===== src/rtl/magic_streamer_ctrl.sv =====
// Command-side controller for one streamer core: turns save/restore/clear commands into
// single-cycle core reset/init pulses and returns one status/beat-count response per command.
module magic_streamer_ctrl #(
   parameter int IDX_WIDTH     = 10,
   parameter int TIMEOUT_WIDTH = 24
) (
   input  logic                     clk,
   input  logic                     reset,
   input  logic                     cmd_valid,
   output logic                     cmd_ready,
   input  logic [1:0]               cmd_op,
   input  logic [TIMEOUT_WIDTH-1:0] cmd_timeout,
   output logic                     rsp_valid,
   input  logic                     rsp_ready,
   output logic [1:0]               rsp_status,
   output logic [IDX_WIDTH-1:0]     rsp_beats,
   output logic                     strm_store_rst,
   output logic                     strm_load_rst,
   output logic                     strm_store_init,
   output logic                     strm_load_init,
   input  logic                     strm_fin_store,
   input  logic [IDX_WIDTH-1:0]     strm_amt_store,
   input  logic                     mon_tvalid,
   input  logic                     mon_tready,
   input  logic                     mon_tlast,
   output logic                     busy,
   output logic [3:0]               dbg_state
);

   typedef enum logic [3:0] {
      IDLE      = 4'd0,
      SAVE_RST  = 4'd1,
      SAVE_INIT = 4'd2,
      SAVE_WAIT = 4'd3,
      LOAD_RST  = 4'd4,
      LOAD_INIT = 4'd5,
      LOAD_WAIT = 4'd6,
      CLR_ST    = 4'd7,
      CLR_LD    = 4'd8,
      RESP      = 4'd9
   } state_t;

   localparam logic [1:0] ST_OK      = 2'b00;
   localparam logic [1:0] ST_TIMEOUT = 2'b01;
   localparam logic [1:0] ST_EMPTY   = 2'b10;
   localparam logic [1:0] ST_BADOP   = 2'b11;

   state_t                   state, state_d;
   logic [IDX_WIDTH-1:0]     beat_cnt, beat_cnt_d;
   logic [TIMEOUT_WIDTH-1:0] tmo_cnt, tmo_cnt_d;
   logic                     tmo_en, tmo_en_d;
   logic                     tmo_hit;
   logic                     hs;
   logic                     rsp_load;
   logic [1:0]               status_d;
   logic [IDX_WIDTH-1:0]     beats_d;

   assign hs      = mon_tvalid & mon_tready;
   // Counter holds the remaining budget including the current cycle, so 1 means it expires now.
   assign tmo_hit = tmo_en && (tmo_cnt == TIMEOUT_WIDTH'(1));

   always_comb begin
      state_d    = state;
      beat_cnt_d = beat_cnt;
      tmo_cnt_d  = tmo_cnt;
      tmo_en_d   = tmo_en;
      rsp_load   = 1'b0;
      status_d   = ST_OK;
      beats_d    = '0;
      case (state)
         IDLE: begin
            if (cmd_valid) begin
               tmo_cnt_d = cmd_timeout;
               tmo_en_d  = (cmd_timeout != '0);
               case (cmd_op)
                  2'b01: state_d = SAVE_RST;
                  2'b10: begin
                     if (strm_amt_store != '0) begin
                        state_d = LOAD_RST;
                     end else begin
                        state_d  = RESP;
                        rsp_load = 1'b1;
                        status_d = ST_EMPTY;
                     end
                  end
                  2'b11: state_d = CLR_ST;
                  default: begin
                     state_d  = RESP;
                     rsp_load = 1'b1;
                     status_d = ST_BADOP;
                  end
               endcase
            end
         end
         SAVE_RST:  state_d = SAVE_INIT;
         SAVE_INIT: state_d = SAVE_WAIT;
         SAVE_WAIT: begin
            if (tmo_en) tmo_cnt_d = tmo_cnt - TIMEOUT_WIDTH'(1);
            // Completion is checked first so it wins over a same-cycle timeout.
            if (strm_fin_store) begin
               state_d  = RESP;
               rsp_load = 1'b1;
               status_d = ST_OK;
               beats_d  = strm_amt_store;
            end else if (tmo_hit) begin
               state_d  = RESP;
               rsp_load = 1'b1;
               status_d = ST_TIMEOUT;
               beats_d  = strm_amt_store;
            end
         end
         LOAD_RST: state_d = LOAD_INIT;
         LOAD_INIT: begin
            beat_cnt_d = '0;
            state_d    = LOAD_WAIT;
         end
         LOAD_WAIT: begin
            if (tmo_en) tmo_cnt_d = tmo_cnt - TIMEOUT_WIDTH'(1);
            if (hs) beat_cnt_d = beat_cnt + IDX_WIDTH'(1);
            if (hs && mon_tlast) begin
               state_d  = RESP;
               rsp_load = 1'b1;
               status_d = ST_OK;
               beats_d  = beat_cnt_d;
            end else if (tmo_hit) begin
               state_d  = RESP;
               rsp_load = 1'b1;
               status_d = ST_TIMEOUT;
               beats_d  = beat_cnt_d;
            end
         end
         CLR_ST: state_d = CLR_LD;
         CLR_LD: begin
            state_d  = RESP;
            rsp_load = 1'b1;
            status_d = ST_OK;
         end
         RESP: begin
            if (rsp_ready) state_d = IDLE;
         end
         default: state_d = IDLE;
      endcase
   end

   always_ff @(posedge clk or negedge reset) begin
      if (!reset) begin
         state           <= IDLE;
         tmo_en          <= 1'b0;
         rsp_status      <= '0;
         rsp_beats       <= '0;
         strm_store_rst  <= 1'b0;
         strm_load_rst   <= 1'b0;
         strm_store_init <= 1'b0;
         strm_load_init  <= 1'b0;
      end else begin
         state           <= state_d;
         tmo_en          <= tmo_en_d;
         // Pulses are decoded from the next state so each one lines up with its state cycle.
         strm_store_rst  <= (state_d == SAVE_RST) || (state_d == CLR_ST);
         strm_load_rst   <= (state_d == LOAD_RST) || (state_d == CLR_LD);
         strm_store_init <= (state_d == SAVE_INIT);
         strm_load_init  <= (state_d == LOAD_INIT);
         if (rsp_load) begin
            rsp_status <= status_d;
            rsp_beats  <= beats_d;
         end
      end
   end

   always_ff @(posedge clk) begin
      beat_cnt <= beat_cnt_d;
      tmo_cnt  <= tmo_cnt_d;
   end

   // Gated by reset so no command is advertised while the block is held in reset.
   assign cmd_ready = reset && (state == IDLE);
   assign rsp_valid = (state == RESP);
   assign busy      = (state != IDLE);
   assign dbg_state = state;

endmodule


===== config.mk =====
export PLATFORM = sky130hd
export DESIGN_NAME = magic_streamer_ctrl
export DESIGN_NICKNAME = d
export VERILOG_FILES = /design/src/rtl/magic_streamer_ctrl.sv
export SDC_FILE = /design/constraint.sdc
export NUM_CORES = 1
export LEC_CHECK = 0
export BUFFER_PORTS_ARGS = -buffer_cell sky130_fd_sc_hd__buf_4
export CAP_MARGIN = 20
export CORE_MARGIN = 2
export CORE_UTILIZATION = 35
export CTS_CLUSTER_SIZE = 30
export DETAILED_ROUTE_END_ITERATION = 6
export GPL_TIMING_DRIVEN = 0
export SLEW_MARGIN = 20
export SYNTH_ARGS = -nofsm -noshare
export SYNTH_HDL_FRONTEND = slang
export SYNTH_SLANG_ARGS = --single-unit

===== constraint.sdc =====
create_clock -name clk -period 3.1 [get_ports clk]
set_clock_uncertainty 0.1 [all_clocks]
set_input_delay 0.62 -clock clk [delete_from_list [all_inputs] [get_ports clk]]
set_output_delay 0.62 -clock clk [all_outputs]
set_load 0.01 [all_outputs]

==> impl_summary.log <==
[metrics] Setup crit start: tmo_cnt[6]
[metrics] setup slack of the worst register-to-register path: 450 ps
[metrics] placement row count: 35
[metrics] Synth Area in Compound Gates: 14.1%
[metrics] Largest delay share family, worst path: compound AO/OA/AOI/OAI gates
[metrics] main combinational cell family by area after synthesis: simple AND/OR/NAND/NOR gates
[metrics] share of post-route cells with drive strength above 1: 24.1%
[metrics] number of placed instances, taps included: 502
[metrics] clock latency of the later-clocked register in the worst-skew pair: approximately 320 ps
[metrics] Clock Sinks: 55
[metrics] end of the worst register-to-register path: rsp_beats[1]
[metrics] Slew Limit Headroom: 29.3%
[metrics] cells after synthesis: between 300 and 400
[metrics] biggest fanout along the worst timing path: 10
[metrics] kind of launch point of the worst setup path: flop
[metrics] maximum level of the CTS H-tree: 2
[metrics] # nets final: 445
[metrics] Buffers & Inverters on Critical Path: 1
[metrics] worst reg2reg path startpoint: tmo_cnt[6]
[metrics] number of global-route vias before repair: 2696
[metrics] synthesized area per cell: 10.1 sq um
[metrics] Register-to-Register Path Depth: 6
[metrics] worst-case vdd ir drop: 0.330 mV
[metrics] CTS tree: done
[metrics] Worst Path Arrival: between 2000 and 3000 ps
[metrics] number of vias per cell after detailed routing: 5.43
[metrics] floorplan die height: 101 um
[metrics] TritonRoute pass-1 iters: 4
[metrics] result of the run: finished clean
[metrics] global-route wire length before repair: 13.2 mm
[metrics] Buffers on Ports: 66
[metrics] root buf cell: sky130_fd_sc_hd__clkbuf_8
[metrics] final worst path period need: 2650 ps
[metrics] DRC errors left: 0
[metrics] xor and xnor fraction of the mapped netlist area: 8.29%
[metrics] num ports: 67
[metrics] overall die area: 10100 sq um
[metrics] maximum root-to-sink buffer count: 2
[metrics] total gr overflow: 0
[metrics] top area cells in the synthesized netlist: sky130_fd_sc_hd__edfxtp_1 (31%), sky130_fd_sc_hd__dfrtp_1 (16%), sky130_fd_sc_hd__nor2_1 (5.6%)
[metrics] vias: roughly 2800
[metrics] Power per Cell Area: 894 nW/um^2
[metrics] portion of netlist area occupied by mux cells: less than 1%
[metrics] most frequent cell after synthesis: sky130_fd_sc_hd__nor2_1
[metrics] static leakage: 1.54 nW
[metrics] final std cells w/o fill: 510
[metrics] highest clock frequency the design can meet: 377 MHz
[metrics] post-synthesis to final-layout area growth: 23.2%
[metrics] critical-path cell list: nor4_4 -> nand4_1 -> or2_1 -> buf_6 -> a2111oi_4 -> a221o_1
[metrics] Num CTS Buffers: 5
[metrics] async set-or-reset flop fraction in the synthesized netlist: 38.2%
[metrics] post-synth top area cell: sky130_fd_sc_hd__edfxtp_1
[metrics] post-detail-place hpwl: 6.46 mm
[metrics] antenna diode count: 0
[metrics] worst slew pin tran: 1060 ps
[metrics] maximum capacitance violations: 0
[metrics] netlist area before placement: 3280 sq um
[metrics] Final GP Congestion: ~0.81
[metrics] category of the critical setup timing path: reg2reg
[metrics] final period utilization: 85.5%
[metrics] sequential cell area fraction in the yosys report: 47.2%
[metrics] maximum single-stage delay on the critical path: 690 ps
[metrics] Primary FF master, synth: sky130_fd_sc_hd__edfxtp_1
[metrics] global routing usage summed across all routing layers: 16.5%
[metrics] number of antenna violations at the first check in global routing: 0
[metrics] Ys Warns: 0
[metrics] top-area cell type share of the netlist area: between 30% and 40%
[metrics] type of the most critical hold path: in2async
[metrics] Gates resized, CTS repair: 0
[metrics] number of register bits inferred by synthesis: 55
[metrics] count of endpoints failing hold in the final timing report: 0
[metrics] CP Data Required Time: around 3300 ps
[metrics] total length of routed wires: 8.40 mm
[metrics] most common library cells after synthesis: sky130_fd_sc_hd__nor2_1 (49), sky130_fd_sc_hd__edfxtp_1 (34), sky130_fd_sc_hd__a21oi_1 (27), sky130_fd_sc_hd__dfrtp_1 (21), sky130_fd_sc_hd__nor3_1 (20)
[metrics] clock transition at the registers of the reported paths: 110 ps
[metrics] count of buffers added by post-CTS timing repair for setup: 0
[metrics] kind of end point of the critical path: flop
[metrics] final-layout worst hold slack: 74.1 ps
[metrics] basic-gate share of the synthesized area counting and, or, nand and nor cells: 25.0%
[metrics] Starting DRT DRC Count: 84
[metrics] final setup vio count: 0
[metrics] pins over their slew limit: 0
[metrics] Die X-Extent: between 100 and 150 um
[metrics] detailed-route wire length per cell: 16.5 um
[metrics] antenna-violating nets left: 0
[metrics] starting utilization of the core area: around 36%
[metrics] placed inst area: ~3900 sq um
[metrics] count of cell types in the netlist: 59
[metrics] finished layout cell area: 4040 sq um
[metrics] RSZ-0062 raised after global routing: no
[metrics] cell with the largest stage delay on the worst path: sky130_fd_sc_hd__a2111oi_4
[metrics] number of synthesized flops with an enable pin: 34
[metrics] adder and majority gate portion of the synthesized area: 1.15%
[metrics] largest net degree at the start of global routing: 23
[metrics] # hold bufs at CTS: 0
[metrics] filler cell count in the final layout: roughly 900
[metrics] Placeable Area: 9150 sq um
[metrics] net count after synthesis: 371
==> cells in the final DEF, fill, tap and decap left out, types with 3 or more instances in the layout <==
cell type and n:
sky130_fd_sc_hd__buf_4 66, sky130_fd_sc_hd__nor2_1 49, sky130_fd_sc_hd__edfxtp_1 34, sky130_fd_sc_hd__a21oi_1 26, sky130_fd_sc_hd__dfrtp_1 21, sky130_fd_sc_hd__nor3_1 20, sky130_fd_sc_hd__xnor2_1 16, sky130_fd_sc_hd__xor2_1 15
sky130_fd_sc_hd__nand2_1 13, sky130_fd_sc_hd__inv_1 12, sky130_fd_sc_hd__a221o_1 11, sky130_fd_sc_hd__nand3_1 9, sky130_fd_sc_hd__nor4_1 9, sky130_fd_sc_hd__nand4_1 7, sky130_fd_sc_hd__clkbuf_1 6, sky130_fd_sc_hd__buf_1 5
sky130_fd_sc_hd__clkbuf_8 5, sky130_fd_sc_hd__nand2b_1 4, sky130_fd_sc_hd__nor2b_1 3, sky130_fd_sc_hd__nor3b_1 3, sky130_fd_sc_hd__a31oi_1 3, sky130_fd_sc_hd__o21ai_0 3, sky130_fd_sc_hd__a211oi_1 3, sky130_fd_sc_hd__ha_1 3
==> per-layer routing <==
layer / share of wire [%] / GRT usage, % / routed length (um) / vias up
met5: 0 / 0 / 0 / -
met4: 0.83 / 4.11 / 70 / 0
met3: 4.4 / 2.43 / 367 / 5
met2: 49 / 28.5 / 4130 / 64
met1: 46 / 21.8 / 3830 / 1346
li1: - / - / - / 1354
==> cell families after synthesis <==
| kind of cell | Yosys count |
|---|---|
| DFF | 55 |
| and+or+nand+nor | 143 |
| muxes | 3 |
| xor gates and xnor gates | 31 |
| adders and majority gates | 3 |
| buffers and inverters | 26 |
| AOI/OAI and AO/OA | 63 |
==> flip-flops by register name, summed over array words and instances (netlist names) <==
signal and cells:
strm_store_rst 1, strm_load_init 1, strm_load_rst 1, tmo_en 1, tmo_cnt 24, beat_cnt 10
dbg_state 4, rsp_status 2, rsp_beats 10, strm_store_init 1
==> power by group <==
group	total [mW]	internal [mW]	switching (mW)	leakage, nW
sequential	1.53	1.21	0.316	0.593
clock	0.417	0.159	0.258	0.0445
combinational	1.66	0.723	0.942	0.906
total	3.61	2.09	1.52	1.54
==> layout make-up <==
class	instances	area, sq um	share of cell area, %
clock inverters	3	18.8	0.465
clock buffers	5	68.8	1.70
flip-flops and latches	55	1550	38.3
inverters	12	45.0	1.12
multi-input cells	243	1630	40.5
well taps	111	139	3.44
plain buffers	14	62.6	1.55
repair buffers	67	523	13.0
==> worst max path at each step <==
| stage | endpoint | slack, ps | cells after the start |
|---|---|---|---|
| 3_5_place_dp | rsp_beats[7] | 320 | 7 |
| 2_1_floorplan | tmo_cnt[0] | 320 | 3 |
| 4_1_cts | rsp_beats[7] | 390 | 6 |
| 6_report | rsp_beats[1] | 450 | 6 |
| 3_3_place_gp | tmo_cnt[15] | -360 | 4 |
| 5_1_grt | rsp_beats[7] | 300 | 6 |
==> stage by stage <==
stage	setup WS, ps	util (%)	power, mW	TNS (ps)
global route	303	44.1	3.86	0
floorplan	316	-	2.55	0
finish	450	44.1	3.61	0
global placement	-358	42.7	3.08	-8560
detailed placement	322	43.1	3.21	0
CTS	393	44.1	3.64	0
(Power assumes the default switching activity.)
